$ cat config.mk
export PLATFORM = sky130hd
export DESIGN_NAME = genetico_avaliador
export DESIGN_NICKNAME = d
export VERILOG_FILES = /design/src/rtl/genetico_avaliador.sv
export SDC_FILE = /design/constraint.sdc
export NUM_CORES = 1
export LEC_CHECK = 0
export ABC_AREA = 1
export BUFFER_PORTS_ARGS = -buffer_cell sky130_fd_sc_hd__buf_2
export CORE_ASPECT_RATIO = 1.75
export CORE_MARGIN = 2
export CORE_UTILIZATION = 59
export DETAILED_ROUTE_END_ITERATION = 10
export PLACE_DENSITY = 0.95
export SETUP_SLACK_MARGIN = 0.02
export SYNTH_ARGS = -nofsm -noshare
export SYNTH_HDL_FRONTEND = slang
export SYNTH_SLANG_ARGS = --single-unit
$ cat constraint.sdc
create_clock -name clk -period 5.25 [get_ports clk]
set_clock_uncertainty 0.2 [all_clocks]
set_input_delay 0.525 -clock clk [delete_from_list [all_inputs] [get_ports clk]]
set_output_delay 0.525 -clock clk [all_outputs]
set_load 0.02 [all_outputs]
$ cat src/rtl/genetico_avaliador.sv
// Serial fitness evaluator for an evolved LE grid circuit.
// Walks every input vector column by column and counts output bits that match the target.
module genetico_avaliador #(
    parameter int ROW = 2,
    parameter int COL = 2,
    parameter int IN  = 2,
    parameter int OUT = 1,
    localparam int NLE    = ROW * COL,
    localparam int SEL_W  = $clog2(IN + NLE),
    localparam int OSEL_W = (NLE > 1) ? $clog2(NLE) : 1,
    localparam int NVEC   = 2 ** IN,
    localparam int FIT_W  = $clog2(OUT * NVEC + 1)
) (
    input  logic                      clk,
    input  logic                      rst,
    input  logic                      start,
    input  logic [NLE*16-1:0]         saidas_LE,
    input  logic [NLE*4*SEL_W-1:0]    in_chrom,
    input  logic [OUT*OSEL_W-1:0]     out_chrom,
    input  logic [OUT*NVEC-1:0]       target,
    output logic                      busy,
    output logic                      done,
    output logic [FIT_W-1:0]          fitness
);

    localparam int CW = (COL > 1) ? $clog2(COL) : 1;

    localparam logic [1:0] S_IDLE = 2'd0;
    localparam logic [1:0] S_EVAL = 2'd1;
    localparam logic [1:0] S_CMP  = 2'd2;
    localparam logic [1:0] S_DONE = 2'd3;

    logic [1:0]               state;
    logic [NLE*16-1:0]        truth_r;
    logic [NLE*4*SEL_W-1:0]   sel_r;
    logic [OUT*OSEL_W-1:0]    osel_r;
    logic [OUT*NVEC-1:0]      tgt_r;
    logic [NLE-1:0]           le_out;
    logic [NLE-1:0]           le_next;
    logic [CW-1:0]            c_cnt;
    logic [IN-1:0]            v_cnt;
    logic [FIT_W-1:0]         acc;
    logic [FIT_W-1:0]         match_cnt;
    logic [OUT-1:0]           circ_out;
    logic [OUT-1:0]           tgt_v;

    // Slot source: circuit input, an earlier-column LE, or constant 0.
    function automatic logic sig_val(
        input logic [SEL_W-1:0] s,
        input int               lim,
        input logic [IN-1:0]    vec,
        input logic [NLE-1:0]   les
    );
        logic r;
        r = 1'b0;
        for (int i = 0; i < IN; i++)
            if (s == SEL_W'(i)) r = vec[i];
        for (int m = 0; m < NLE; m++)
            if (s == SEL_W'(IN + m) && (IN + m) < lim) r = les[m];
        return r;
    endfunction

    // Output source: the selected LE, or 0 for an out-of-range index.
    function automatic logic out_sel(
        input logic [OSEL_W-1:0] os,
        input logic [NLE-1:0]    les
    );
        logic r;
        r = 1'b0;
        for (int m = 0; m < NLE; m++)
            if (os == OSEL_W'(m)) r = les[m];
        return r;
    endfunction

    for (genvar n = 0; n < NLE; n++) begin : g_le
        localparam int LIM = IN + (n / ROW) * ROW;
        logic [3:0]  idx;
        logic [15:0] tt;
        for (genvar j = 0; j < 4; j++) begin : g_slot
            assign idx[j] = sig_val(sel_r[(n*4+j)*SEL_W +: SEL_W],
                                    LIM, v_cnt, le_out);
        end
        assign tt         = truth_r[n*16 +: 16];
        assign le_next[n] = tt[idx];
    end

    for (genvar k = 0; k < OUT; k++) begin : g_out
        assign circ_out[k] = out_sel(osel_r[k*OSEL_W +: OSEL_W], le_out);
    end

    // Target bits belonging to the current input vector.
    always_comb begin
        tgt_v = '0;
        for (int vv = 0; vv < NVEC; vv++)
            if (v_cnt == IN'(vv)) tgt_v = tgt_r[vv*OUT +: OUT];
    end

    // Number of circuit outputs agreeing with the target for this vector.
    always_comb begin
        match_cnt = '0;
        for (int k = 0; k < OUT; k++)
            if (circ_out[k] == tgt_v[k]) match_cnt = match_cnt + FIT_W'(1);
    end

    assign busy = (state != S_IDLE);

    // Control FSM, operand capture, LE result registers and scoring.
    always_ff @(posedge clk) begin
        if (rst) begin
            state   <= S_IDLE;
            done    <= 1'b0;
            fitness <= '0;
            acc     <= '0;
            c_cnt   <= '0;
            v_cnt   <= '0;
            le_out  <= '0;
            truth_r <= '0;
            sel_r   <= '0;
            osel_r  <= '0;
            tgt_r   <= '0;
        end else begin
            done <= 1'b0;
            case (state)
                S_IDLE: begin
                    if (start) begin
                        truth_r <= saidas_LE;
                        sel_r   <= in_chrom;
                        osel_r  <= out_chrom;
                        tgt_r   <= target;
                        c_cnt   <= '0;
                        v_cnt   <= '0;
                        acc     <= '0;
                        state   <= S_EVAL;
                    end
                end
                S_EVAL: begin
                    for (int n = 0; n < NLE; n++)
                        if (int'(c_cnt) == n / ROW) le_out[n] <= le_next[n];
                    if (c_cnt == CW'(COL - 1)) begin
                        state <= S_CMP;
                    end else begin
                        c_cnt <= c_cnt + CW'(1);
                    end
                end
                S_CMP: begin
                    acc <= acc + match_cnt;
                    if (v_cnt == IN'(NVEC - 1)) begin
                        state <= S_DONE;
                    end else begin
                        v_cnt <= v_cnt + IN'(1);
                        c_cnt <= '0;
                        state <= S_EVAL;
                    end
                end
                S_DONE: begin
                    done    <= 1'b1;
                    fitness <= acc;
                    state   <= S_IDLE;
                end
                default: state <= S_IDLE;
            endcase
        end
    end

endmodule

Yosys cells after proc, flatten, opt, wreduce, memory -nomap -nowiden
Cells that the tools add are included.
{"block": "word_totals", "memories": 0, "elab_cells": 173, "latch_bits": 0, "mem_bits_ro": 0, "regBits": 134, "out_inout_bits": 5, "ram_bits": 0}
{"block": "classes", "mul": 0, "n_eq_ne": 45, "magnitude_cmp": 4, "n_bitwise": 1, "n_addsub": 3, "muxes": 79, "n_div": 0, "n_shift": 0, "n_reduce_logical": 29}
{"op": "$mux W1", "n": 65}
{"op": "$eq A3 B1 Y1 const B", "n": 16}
{"op": "$eq A3 B2 Y1 const B", "n": 16}
{"op": "$logic_not A3 Y1", "n": 16}
{"op": "$lt A4 B5 Y1 const B", "n": 4}
{"op": "$bmux W1 S4", "n": 4}
{"op": "$eq A2 B2 Y1 const B", "n": 6}
{"op": "$mux W2", "n": 5}
{"op": "$reduce_and A2 Y1", "n": 5}
{"op": "$pmux W2 S4", "n": 1}
{"op": "$eq A2 B1 Y1 const B", "n": 3}
{"op": "$logic_not A2 Y1", "n": 3}
{"op": "$ne A2 B2 Y1 const B", "n": 3}
{"op": "$pmux W3 S2", "n": 1}
{"op": "$reduce_and A3 Y1", "n": 2}
{"op": "$pmux W2 S2", "n": 1}
{"op": "$reduce_bool A2 Y1", "n": 2}
{"op": "$add A3 B3 Y3", "n": 1}
{"op": "$mux W3", "n": 1}
{"op": "$pmux W1 S3", "n": 1}
{"op": "$reduce_bool A3 Y1", "n": 1}
{"op": "$add A2 B1 Y2 const B", "n": 1}
{"op": "$add A1 B1 Y1 const B", "n": 1}
{"op": "$eq A1 B1 Y1", "n": 1}
{"op": "$not A1 Y1", "n": 1}

Depth between registers and ports, before layout
{"block": "depth", "word_depth": 9, "depth_mapped": 14, "depth_no_buf": 13}

Worst setup path after synthesis
Ideal clock, no wire load.
{"block": "synth_path", "kind": "reg-to-reg", "start": "register v_cnt[1]", "end": "register acc[1]", "n_path_buf": 1, "required_ns": 4.980, "synth_period_minus_slack_ns": 2.229, "arrival_time_ns": 1.959, "path_slack_ns": 3.021, "stages_incl_launch_ff": 13, "path_cell_list": "dfxtp_1 > inv_2 > buf_6 > ha_1 > nor2_1 > a21oi_1 > o211ai_1 > o21ai_0 > xor2_1 > ha_1 > ha_1 > nand2_1 > a21oi_1"}
{"block": "synth_between", "elab_chain_cells": 9, "word_cells_on_any_way": 12, "classes_between": "add/sub (1); eq/ne (4); mux (6); reduce/logical (1)"}
{"item": "from (decl)", "line": "41", "rtl": "logic [IN-1:0] v_cnt;"}
{"item": "from (signal assigned)", "line": "150", "rtl": "v_cnt <= v_cnt + IN'(1);"}
{"item": "$logic_not A2 Y1", "line": "95", "rtl": "if (v_cnt == IN'(vv)) tgt_v = tgt_r[vv*OUT +: OUT];"}
{"item": "$mux W1 (3 in a row)", "line": "95"}
{"item": "$mux W1 (*)", "line": "95"}
{"item": "$eq A1 B1 Y1 (*)", "line": "102", "rtl": "if (circ_out[k] == tgt_v[k]) match_cnt = match_cnt + FIT_W'(1);"}
{"item": "$mux W1 (*)", "line": "102"}
{"item": "$add A3 B3 Y3 (*)", "line": "146", "rtl": "acc <= acc + match_cnt;"}
{"item": "$pmux W3 S2 (*)", "line": "123", "rtl": "case (state)"}
{"item": "to (signal assigned)", "line": "146"}
{"item": "to (decl)", "line": "42", "rtl": "logic [FIT_W-1:0] acc;"}
Every way passes the cells marked *; elsewhere a longest branch is shown, timed or not.
A chain may end at the register's enable or synchronous reset.

Final worst setup path
{"block": "layout_path", "start": "register state[0]", "end": "register v_cnt[1]"}
{"block": "layout_between", "elab_chain_cells": 3, "word_cells_on_any_way": 7, "classes_between": "eq/ne (3); mux (1); reduce/logical (3)"}
{"item": "from (decl)", "line": "33", "rtl": "logic [1:0] state;"}
{"item": "from (signal assigned)", "line": "110", "rtl": "state <= S_IDLE;"}
{"item": "from (signal assigned)", "line": "133", "rtl": "state <= S_EVAL;"}
{"item": "from (signal assigned)", "line": "140", "rtl": "state <= S_CMP;"}
{"item": "$eq A2 B2 Y1 / $logic_not A2 Y1 (equally long branches)", "line": "123"}
{"item": "$ne A2 B2 Y1 (no source line) / $reduce_bool A2 Y1 (equally long branches)"}
{"item": "$reduce_and A3 Y1 (no source line)"}
Several ways; a longest one is shown, not always the timed one.

==> results.json <==
{
  "status": "completed",
  "pwr-share-seq": 0.446,
  "grt_pass1_vias": 5388,
  "grt_pass1_wl_um": 23800,
  "rsz0062_at_grt": "false",
  "drt_iter0_markers": 382,
  "yosys.area.top_type": "dfxtp_1",
  "min_period_ns": 2.83,
  "clock_latency_ns": 0.41,
  "die_w_um": 79.5,
  "synthDistinctLibCells": 30,
  "cp-end-kind": "flip-flop",
  "p_int_uw": 1890,
  "pwr-share-clk": 0.402,
  "p_comb_frac": 0.152,
  "die_h_um": 136,
  "ys_ff_latch": 134,
  "tightest_slew_ns": 0.930,
  "worst-path-max-fanout": 117,
  "fmax_ghz": 0.353,
  "firstDrtPassIters": 5,
  "ys_warn_count": 0,
  "clockRootBuffer": "clkbuf_16",
  "antenna_cells": 0,
  "place_congestion": 0.844,
  "grt_overflow": 0,
  "ys.flop_type": "dfxtp_1",
  "synth_fp_nets": 953,
  "finalSetupViolCount": 0,
  "cts.sinks": 134,
  "cts_tree": "done",
  "p_per_area_nw_per_um2": 368,
  "antenna_found_initial": 0,
  "hold_buffers": 0,
  "arrival_ns": 2.92,
  "cts_made_buffers": 17,
  "grt_max_degree": 118,
  "viasPerCell": 5.42,
  "relSlewSlack": 0.380,
  "synthTopCellsByArea": "dfxtp_1 46%, o21ai_0 12%, nor2_1 8.2%, a21oi_1 7.2%, nand2_1 6.0%",
  "syn-cell-area_um2": 5880,
  "slowest_stage": "inv_2",
  "clk_path_buf_depth": 2,
  "drive_gt1_frac": 0.185,
  "crit_top_cell": "nor2_1",
  "reg2reg_setup_slack_ns": 2.42,
  "slowest_delay_ns": 0.92,
  "dieArea_um2": 10800,
  "cts_htree_levels": 4,
  "yosysTopAreaCellShare": 0.456,
  "drv_slew": 0,
  "hold_viol_final": 0,
  "hpwl_um": 10100,
  "post_cts_resized": 0,
  "seq_area_frac_synth": 0.456,
  "finalPower_uw": 2580,
  "peakVddDrop_mv": 0.293,
  "core_area_um2": 9790,
  "finalCritPeriodShare": 0.539,
  "switching_share": 0.267,
  "drc": 0,
  "worstSetupPathType": "reg -> reg",
  "startpoint_type": "flip-flop",
  "track_usage": 0.281,
  "p_sw_uw": 690,
  "ioPinCount": 126,
  "leakagePower_uw": 0.00315,
  "final_cell_mix": "144 x o21ai_0, 134 x dfxtp_1, 129 x nor2_1, 125 x buf_2, 93 x nand2_1",
  "layout.cells.most_common": "o21ai_0",
  "avgSynthCellArea_um2": 7.12,
  "path_cells": "nor2_1 > nand2_4 > inv_2 > nor2_1 > a22oi_1 > nor2_1",
  "start_util": 0.601,
  "fillCellCount": 801,
  "synth_edf_count": 0,
  "fin_nets": 1056,
  "drt_wl_total_um": 14600,
  "drv_cap": 0,
  "vias": 5769,
  "numPortBuffers": 125,
  "synthArstFlopShare": 0,
  "worstPathRequired_ns": 5.34,
  "clk_pin_slew_ns": 0.05,
  "area_growth_pct": 19.2,
  "tns_ns": 0,
  "hold_class": "in -> reg",
  "postRouteAntennaNets": 0,
  "wl_per_cell_um": 13.7,
  "synthCells": 826,
  "post_cts_buffers": 0,
  "num_rows": 48
}
==> stage by stage <==
step | util | hold slack [ns] | worst slack, ns | std cells | cell area (um2)
4_1_cts | 0.716 | 0.163 | 2.42 | 1064 | 7010
3_3_place_gp | 0.663 | 0.234 | 2.54 | 1035 | 6490
2_1_floorplan | - | 0.225 | 3.02 | 826 | 5880
6_report | 0.716 | 0.166 | 2.42 | 1064 | 7010
5_1_grt | 0.716 | 0.177 | 2.07 | 1064 | 7010
3_5_place_dp | 0.663 | 0.242 | 2.48 | 1035 | 6490
==> layer usage <==
| metal | vias to the layer above | wire [um] | track usage |
|---|---|---|---|
| met5 | - | 0 | 0 |
| met4 | 0 | 580 | 0.142 |
| met3 | 45 | 754 | 0.0697 |
| met2 | 220 | 7880 | 0.509 |
| met1 | 2594 | 5380 | 0.294 |
| li1 | 2910 | - | - |
==> area by class of cell <==
cell class | instances | area, um2 | area share
Tap cell | 125 | 156 | 0.0223
Clock buffer | 25 | 495 | 0.0707
Sequential cell | 134 | 2680 | 0.383
Timing Repair Buffer | 127 | 641 | 0.0914
Multi-Input combinational cell | 558 | 2670 | 0.381
Inverter | 91 | 342 | 0.0487
Clock inverter | 4 | 22.5 | 0.00321
==> critical path, delay by kind of cell (launching register included) <==
kind,cells,cell delay (ns)
buf+inv,1,0.92
flops,1,0.34
compound gates,1,0.21
simple gates,4,1.00
==> state kept, by name, indices dropped and copies added, names as in the netlist <==
| signal | flops |
|---|---|
| c_cnt | 1 |
| tgt_r | 4 |
| v_cnt | 2 |
| acc | 3 |
| osel_r | 2 |
| state | 2 |
| truth_r | 64 |
| le_out | 4 |
| sel_r | 48 |
| done | 1 |
| fitness | 3 |
==> logic make-up (layout without fill, tap and decap cells) <==
kind of cell / Yosys count / in the layout / synth area share
AO/OA/AOI/OAI: 254 / 254 / 0.226
adder cells (fa/ha/maj): 6 / 6 / 0.0128
AND/OR/NAND/NOR: 297 / 297 / 0.212
XOR/XNOR: 1 / 1 / 0.00149
flip-flops: 134 / 134 / 0.456
buffers and inverters: 134 / 247 / 0.0910
==> cell usage after synthesis (3+ instances only) <==
cell type / number
o21ai_0: 144
dfxtp_1: 134
nor2_1: 129
nand2_1: 94
a21oi_1: 85
inv_1: 82
nand3_1: 58
clkbuf_1: 31
o211ai_1: 7
o21ai_1: 7
ha_1: 6
inv_2: 6
nand2_2: 6
nand3b_1: 6
buf_2: 5
a21oi_2: 4
buf_1: 3
buf_6: 3
clkinv_1: 3
o21a_1: 3
==> power groups by stage <==
stage / logic (uW) / clock network [uW] / registers (uW)
finish: 394 / 1040 / 1150
detailed placement: 386 / 0 / 1170
floorplan: 282 / 0 / 1160
CTS: 393 / 1040 / 1150
global placement: 374 / 0 / 1170
global route: 453 / 1090 / 1160
==> path summary, 6_finish.rpt <==
check / start / endpoint / depth (start not counted)
setup reg to reg: state[0] / v_cnt[1] / 6
hold reg to reg: truth_r[9] / truth_r[9] / 2
hold / removal: in_chrom[23] / sel_r[23] / 3
setup / recovery: state[0] / v_cnt[1] / 6
No activity file was read; power rests on OpenSTA's default activity.
